**src/rtl/mem_arb_pkg.sv**
```systemverilog
// Shared types for the unified-memory arbiter: FSM state, owner id and the latched request.
package mem_arb_pkg;

  localparam int ARB_ADDR_W = 32;
  localparam int ARB_DATA_W = 32;
  localparam int ARB_BE_W   = ARB_DATA_W / 8;

  typedef enum logic [1:0] {
    IDLE = 2'd0,
    REQ  = 2'd1,
    WAIT = 2'd2,
    RESP = 2'd3
  } arb_state_e;

  typedef enum logic {
    OWN_I = 1'b0,
    OWN_D = 1'b1
  } arb_owner_e;

  typedef struct packed {
    logic                  we;
    logic [ARB_BE_W-1:0]   be;
    logic [ARB_ADDR_W-1:0] addr;
    logic [ARB_DATA_W-1:0] wdata;
  } arb_req_t;

  // Timeout counter is at least 8 bits wide, wider only when the limit needs it.
  function automatic int timer_width(input int limit);
    return ($clog2(limit + 1) > 8) ? $clog2(limit + 1) : 8;
  endfunction

endpackage

```
**src/rtl/arb_timer.sv**
```systemverilog
// Transaction watchdog: counts cycles while enabled and flags the last allowed cycle.
module arb_timer #(
  parameter int LIMIT = 255,
  parameter int W     = 8
) (
  input  logic clk,
  input  logic reset,
  input  logic clear,
  input  logic enable,
  output logic expired
);

  localparam logic [W-1:0] LAST = W'(LIMIT - 1);

  logic [W-1:0] count;

  always_ff @(posedge clk) begin
    if (reset || clear) begin
      count <= '0;
    end else if (enable) begin
      count <= count + W'(1);
    end
  end

  // High in the LIMIT-th busy cycle so the abort edge lands LIMIT cycles after entering REQ.
  assign expired = enable && (count == LAST);

endmodule

```
**src/rtl/mem_arbiter.sv**
```systemverilog
// Two-to-one fetch / load-store arbiter onto one memory port, one outstanding transaction.
// Build option MEM_ARB_ROUND_ROBIN_EN: alternate owners on ties; otherwise D always wins ties.
module mem_arbiter
  import mem_arb_pkg::*;
#(
  parameter int ADDR_W  = ARB_ADDR_W,
  parameter int DATA_W  = ARB_DATA_W,
  parameter int TIMEOUT = 255
) (
  input  logic                clk,
  input  logic                reset,
  input  logic                i_req_valid,
  output logic                i_req_ready,
  input  logic [ADDR_W-1:0]   i_addr,
  output logic                i_rsp_valid,
  output logic [DATA_W-1:0]   i_rdata,
  output logic                i_err,
  input  logic                d_req_valid,
  output logic                d_req_ready,
  input  logic                d_we,
  input  logic [DATA_W/8-1:0] d_be,
  input  logic [ADDR_W-1:0]   d_addr,
  input  logic [DATA_W-1:0]   d_wdata,
  output logic                d_rsp_valid,
  output logic [DATA_W-1:0]   d_rdata,
  output logic                d_err,
  output logic                m_req_valid,
  input  logic                m_req_ready,
  output logic                m_we,
  output logic [DATA_W/8-1:0] m_be,
  output logic [ADDR_W-1:0]   m_addr,
  output logic [DATA_W-1:0]   m_wdata,
  input  logic                m_rsp_valid,
  input  logic [DATA_W-1:0]   m_rdata,
  input  logic                m_err,
  output logic                busy,
  output logic [1:0]          dbg_state
);

  localparam int TMR_W = timer_width(TIMEOUT);

  // Handshake: a request transfers on a cycle where x_req_valid and x_req_ready are both high;
  // ready is offered only in IDLE and only to the selected requester, which must otherwise hold.

  arb_state_e          state;
  arb_owner_e          owner;
  arb_owner_e          last_owner;
  arb_owner_e          grant;
  arb_req_t            req_q;
  arb_req_t            req_next;
  logic                accept;
  logic                in_flight;
  logic                expired;
  logic                rsp_fire;
  logic                rsp_err;
  logic [DATA_W-1:0]   rsp_data;

  always_comb begin
`ifdef MEM_ARB_ROUND_ROBIN_EN
    if (i_req_valid && d_req_valid) begin
      grant = (last_owner == OWN_I) ? OWN_D : OWN_I;
    end else begin
      grant = d_req_valid ? OWN_D : OWN_I;
    end
`else
    grant = d_req_valid ? OWN_D : OWN_I;
`endif
  end

  // Reset is folded in so no handshake is ever reported while the block is being cleared.
  assign i_req_ready = !reset && (state == IDLE) && i_req_valid && (grant == OWN_I);
  assign d_req_ready = !reset && (state == IDLE) && d_req_valid && (grant == OWN_D);
  assign accept      = i_req_ready || d_req_ready;

  always_comb begin
    req_next = '0;
    if (grant == OWN_D) begin
      req_next.we    = d_we;
      req_next.be    = d_be;
      req_next.addr  = d_addr;
      req_next.wdata = d_wdata;
    end else begin
      req_next.we    = 1'b0;
      req_next.be    = '1;
      req_next.addr  = i_addr;
    end
  end

  assign in_flight = (state == REQ) || (state == WAIT);

  arb_timer #(
    .LIMIT (TIMEOUT),
    .W     (TMR_W)
  ) u_timer (
    .clk     (clk),
    .reset   (reset),
    .clear   (accept),
    .enable  (in_flight),
    .expired (expired)
  );

  // A real memory answer in WAIT beats a watchdog expiry in the same cycle.
  always_comb begin
    rsp_fire = 1'b0;
    rsp_err  = 1'b0;
    rsp_data = '0;
    if ((state == WAIT) && m_rsp_valid) begin
      rsp_fire = 1'b1;
      rsp_err  = m_err;
      rsp_data = m_rdata;
    end else if (in_flight && expired) begin
      rsp_fire = 1'b1;
      rsp_err  = 1'b1;
    end
  end

  always_ff @(posedge clk) begin
    if (reset) begin
      state       <= IDLE;
      owner       <= OWN_I;
      last_owner  <= OWN_I;
      req_q       <= '0;
      m_req_valid <= 1'b0;
      i_rsp_valid <= 1'b0;
      i_rdata     <= '0;
      i_err       <= 1'b0;
      d_rsp_valid <= 1'b0;
      d_rdata     <= '0;
      d_err       <= 1'b0;
    end else begin
      i_rsp_valid <= 1'b0;
      i_err       <= 1'b0;
      d_rsp_valid <= 1'b0;
      d_err       <= 1'b0;

      case (state)
        IDLE: begin
          if (accept) begin
            owner       <= grant;
            req_q       <= req_next;
            m_req_valid <= 1'b1;
            state       <= REQ;
          end
        end
        REQ: begin
          if (rsp_fire) begin
            m_req_valid <= 1'b0;
            state       <= RESP;
          end else if (m_req_ready) begin
            m_req_valid <= 1'b0;
            state       <= WAIT;
          end
        end
        WAIT: begin
          if (rsp_fire) begin
            state <= RESP;
          end
        end
        RESP: begin
          last_owner <= owner;
          state      <= IDLE;
        end
        default: state <= IDLE;
      endcase

      // Only the owner's response port moves; the other keeps its last data and stays invalid.
      if (rsp_fire) begin
        if (owner == OWN_I) begin
          i_rsp_valid <= 1'b1;
          i_rdata     <= rsp_data;
          i_err       <= rsp_err;
        end else begin
          d_rsp_valid <= 1'b1;
          d_rdata     <= rsp_data;
          d_err       <= rsp_err;
        end
      end
    end
  end

  assign m_we      = req_q.we;
  assign m_be      = req_q.be;
  assign m_addr    = req_q.addr;
  assign m_wdata   = req_q.wdata;
  assign busy      = (state != IDLE);
  assign dbg_state = state;

endmodule

```
**config.mk**
```make
export PLATFORM = sky130hd
export DESIGN_NAME = mem_arbiter
export DESIGN_NICKNAME = d
export VERILOG_FILES = /design/src/rtl/mem_arb_pkg.sv /design/src/rtl/arb_timer.sv /design/src/rtl/mem_arbiter.sv
export SDC_FILE = /design/constraint.sdc
export NUM_CORES = 1
export LEC_CHECK = 0
export BUFFER_PORTS_ARGS = -buffer_cell sky130_fd_sc_hd__buf_4
export CAP_MARGIN = 20
export CORE_UTILIZATION = 40
export CTS_CLUSTER_SIZE = 28
export DETAILED_ROUTE_END_ITERATION = 12
export PLACE_DENSITY = 0.81
export SETUP_SLACK_MARGIN = 0.05
export SLEW_MARGIN = 20
export SYNTH_ARGS = -nofsm -noshare
export SYNTH_HDL_FRONTEND = slang
export SYNTH_SLANG_ARGS = --single-unit
```
**constraint.sdc**
```tcl
create_clock -name clk -period 4.9 [get_ports clk]
set_input_delay 0.735 -clock clk [delete_from_list [all_inputs] [get_ports clk]]
set_output_delay 0.735 -clock clk [all_outputs]
set_load 0.05 [all_outputs]
```
==> run_results.csv <==
group,metric,value,unit
status,outcome,"completed",
clock_tree,ctsHoldBuffers,0,
route,wire_per_inst,16.11,microns
timing,worstMarginPinSlew,0.7478,ns
clock_tree,clock-root-buffer,"clkbuf_16",
timing,setup_violations,0,
setup_path,crit_arrival,2.19,ns
setup_path,criticalPathCategory,"input pin to output pin",
setup_path,cp-end-kind,"output pin",
synthesis,synth_adder_area_share,1.438,%
synthesis,synth_seq_cells,149,
die,rows,41,
synthesis,synthSimpleGateAreaFrac,6.903,%
timing,hold_viol_final,0,
power_and_ir_drop,p_sw_share,35.62,%
timing,rsz0062_at_grt,"no",
timing,fin_worst_skew,0.003424,ns
timing,relSlewSlack,49.97,%
power_and_ir_drop,pwr_density_cell,526.8,nW/um^2
timing,holdWs,0.4747,ns
global_routing,grt_max_degree,73,
synthesis,synth_mux_area_share,6.328,%
power_and_ir_drop,pwr-share-seq,34.6,%
route,initialDrtViolationCount,256,
timing,fin_crit_sh,59.68,%
setup_path,critical_path.startpoint_type,"input pin",
route,drc,0,
die,die_x,116.2,microns
global_routing,antenna_found_initial,0,
power_and_ir_drop,p_sw,1.522,mW
clock_tree,cts-resized-gates,0,
synthesis,ys_warn_count,0,
cells_and_area,nets,890,
setup_path,worst-path-max-fanout,63,
route,ant_nets,0,
timing,tns,0,ns
synthesis,synth_compound_area_share,22.94,%
power_and_ir_drop,ir_drop,0.0002707,V
die,die_area,13510,sq um
die,ioPinCount,283,
clock_tree,clock_latency,0.41,ns
clock_tree,numCtsBuffers,17,
setup_path,required,4.16,ns
die,core,12670,sq um
global_routing,grt_first_pass_wirelength,22160,microns
synthesis,synth_cell_types,34,
power_and_ir_drop,clockPowerShare,33.6,%
place,hpwl,10900,microns
synthesis,synth_top_family_by_area,"compound AO/OA/AOI/OAI gates",
cells_and_area,num_antenna_cells,0,
place,pre_cts_ws,1.969,ns
cells_and_area,fin_util,63.99,%
clock_tree,h-tree-depth,4,
clock_tree,clockBufferDepth,2,
cells_and_area,nFillCells,960,
flow_run,drv_cap,0,
cells_and_area,multi_input_area,2039,sq um
power_and_ir_drop,p_leak,3.772,nW
route,vias,4712,
global_routing,gr-usage-all-layers,21.10,%
synthesis,syn-instance-count,475,
cells_and_area,areaGrowthSynthToFinish,55.32,%
clock_tree,cts_tree,"yes",
timing,setup_ws,1.976,ns
place,place.gp.congestion,0.7517,
synthesis,synth_seq_area_share,57.14,%
timing,max_freq,341.9,MHz
die,start_util,41.20,%
clock_tree,clkSinkCount,149,
synthesis,syn_nets,621,
timing,layout_min_cycle_time,2.924,ns
global_routing,grt_pass1_vias,4506,
global_routing,overflow,0,
route,via_per_inst,5.072,
synthesis,postSynthAreaPerCell,10.99,sq um
power_and_ir_drop,combPwrFrac,31.8,%
place,portBuffers,282,
power_and_ir_drop,power,4.271,mW
clock_tree,cts.reportedPaths.clkPinSlew,0.06,ns
timing,drv_slew,0,
clock_tree,postCtsSetupBuffers,0,
synthesis,synth_xor_xnor_area_share,1.174,%
synthesis,syn_area,5220,sq um
cells_and_area,regArea,2983,sq um
die,dieHeight,116.2,microns
route,routed_wl,14970,microns
route,drtPass1Iterations,5,
power_and_ir_drop,power.internal,2.750,mW
cells_and_area,drive_gt1_share,43.59,%
min_path,hp-class,"flip-flop to flip-flop",
[per-stage QoR]
stage / instance area (sq um) / std cells
6_report: 8108 / 929
5_1_grt: 8108 / 929
4_1_cts: 8108 / 929
3_5_place_dp: 7445 / 897
3_3_place_gp: 7433 / 896
2_1_floorplan: 5220 / 475
[layer usage]
layer	part of all wire [%]	global-route usage (%)	up-vias
met2	52	38.58	176
met1	38	22.25	2224
met3	7.6	7.213	23
met5	0	0	-
li1	-	-	2289
met4	1.9	7.949	0
[cell usage after synthesis]
cell type	instances	area share (%)
buf_1	3	0.22
or2_1	1	0.12
nor2_1	62	4.5
and3b_1	1	0.17
mux2i_1	33	6.3
dfxtp_1	149	57
o31ai_1	1	0.14
nor3_1	5	0.48
nor2b_2	1	0.17
o21a_1	1	0.14
o22ai_2	1	0.24
xor2_1	3	0.50
nand3_1	2	0.19
nor2_2	1	0.12
a211oi_1	32	4.6
o22ai_1	4	0.48
nor4_1	1	0.12
or3_1	1	0.12
nand4_1	4	0.48
a22oi_1	12	1.7
buf_2	23	2.2
o21ai_2	1	0.17
buf_4	1	0.14
inv_1	8	0.58
o21ai_0	1	0.096
a21oi_1	7	0.67
clkbuf_1	12	0.86
ha_1	6	1.4
a211oi_2	1	0.24
nand2_1	5	0.36
xnor2_1	4	0.67
and3_1	1	0.12
a22o_1	86	14
clkinv_1	1	0.072
[final cells by class]
cell class / count / share of cell area [%]
multi-input cells: 278 / 25.15
clock inverters: 14 / 2.762
well taps: 172 / 2.654
inverters: 9 / 0.4167
flip-flops and latches: 149 / 36.79
clock buffers: 18 / 5.417
repair buffers: 289 / 26.81
[final timing paths]
| path | end | depth (start not counted) | from | slack (ns) |
|---|---|---|---|---|
| worst max register to register | dbg_state[0] | 8 | dbg_state[0] | 2.52 |
| worst max-delay path | d_req_ready | 6 | reset | 1.98 |
| worst min-delay path | i_rdata[28] | 1 | i_rdata[28] | 0.47 |
| worst min register to register | i_rdata[28] | 1 | i_rdata[28] | 0.47 |
[sequential cells by signal (all words and copies together) (netlist names), 2 cells and up]
signal / cells
dbg_state: 2
m_be: 4
m_wdata: 32
m_addr: 32
i_rdata: 32
d_rdata: 32
u_timer.count: 8
[worst max-delay path, cell delays in order]
cell,delay (ns)
buf_4,0.51
nor2b_2,0.11
nand2_1,0.20
clkinv_1,0.10
buf_4,0.25
buf_4,0.23
[power groups by stage]
stage	registers (mW)	logic, mW	clock network [mW]
floorplan	2.00	0.419	0
global placement	1.49	1.33	0
detailed placement	1.50	1.36	0
CTS	1.48	1.37	1.46
global route	1.50	1.44	1.52
finish	1.48	1.36	1.43
[cell families (layout without fill, tap and decap cells)]
| logic type | Yosys count | count (layout) |
|---|---|---|
| adder cells (fa/ha/maj) | 6 | 6 |
| buffers and inverters | 48 | 330 |
| XOR/XNOR | 7 | 7 |
| flip-flops | 149 | 149 |
| AO/OA/AOI/OAI | 147 | 147 |
| AND/OR/NAND/NOR | 85 | 85 |
| multiplexers | 33 | 33 |
[layout by cell type, fill, tap and decap left out, types with 2 or more instances in the layout]
master / Yosys / routed
mux2i_1: 33 / 33
clkinv_4: 0 / 2
nand3_1: 2 / 2
xor2_1: 3 / 3
a22oi_1: 12 / 12
nand2_1: 5 / 5
nand4_1: 4 / 4
nor3_2: 0 / 2
bufinv_16: 0 / 5
xnor2_1: 4 / 4
ha_1: 6 / 6
inv_1: 8 / 8
o22ai_1: 4 / 4
clkinvlp_4: 0 / 3
buf_4: 1 / 288
nor3_1: 5 / 3
dfxtp_1: 149 / 149
inv_6: 0 / 2
a21oi_1: 7 / 6
clkbuf_16: 0 / 17
a22o_1: 86 / 86
a211oi_1: 32 / 32
nor2_1: 62 / 62
(Power assumes the default switching activity.)
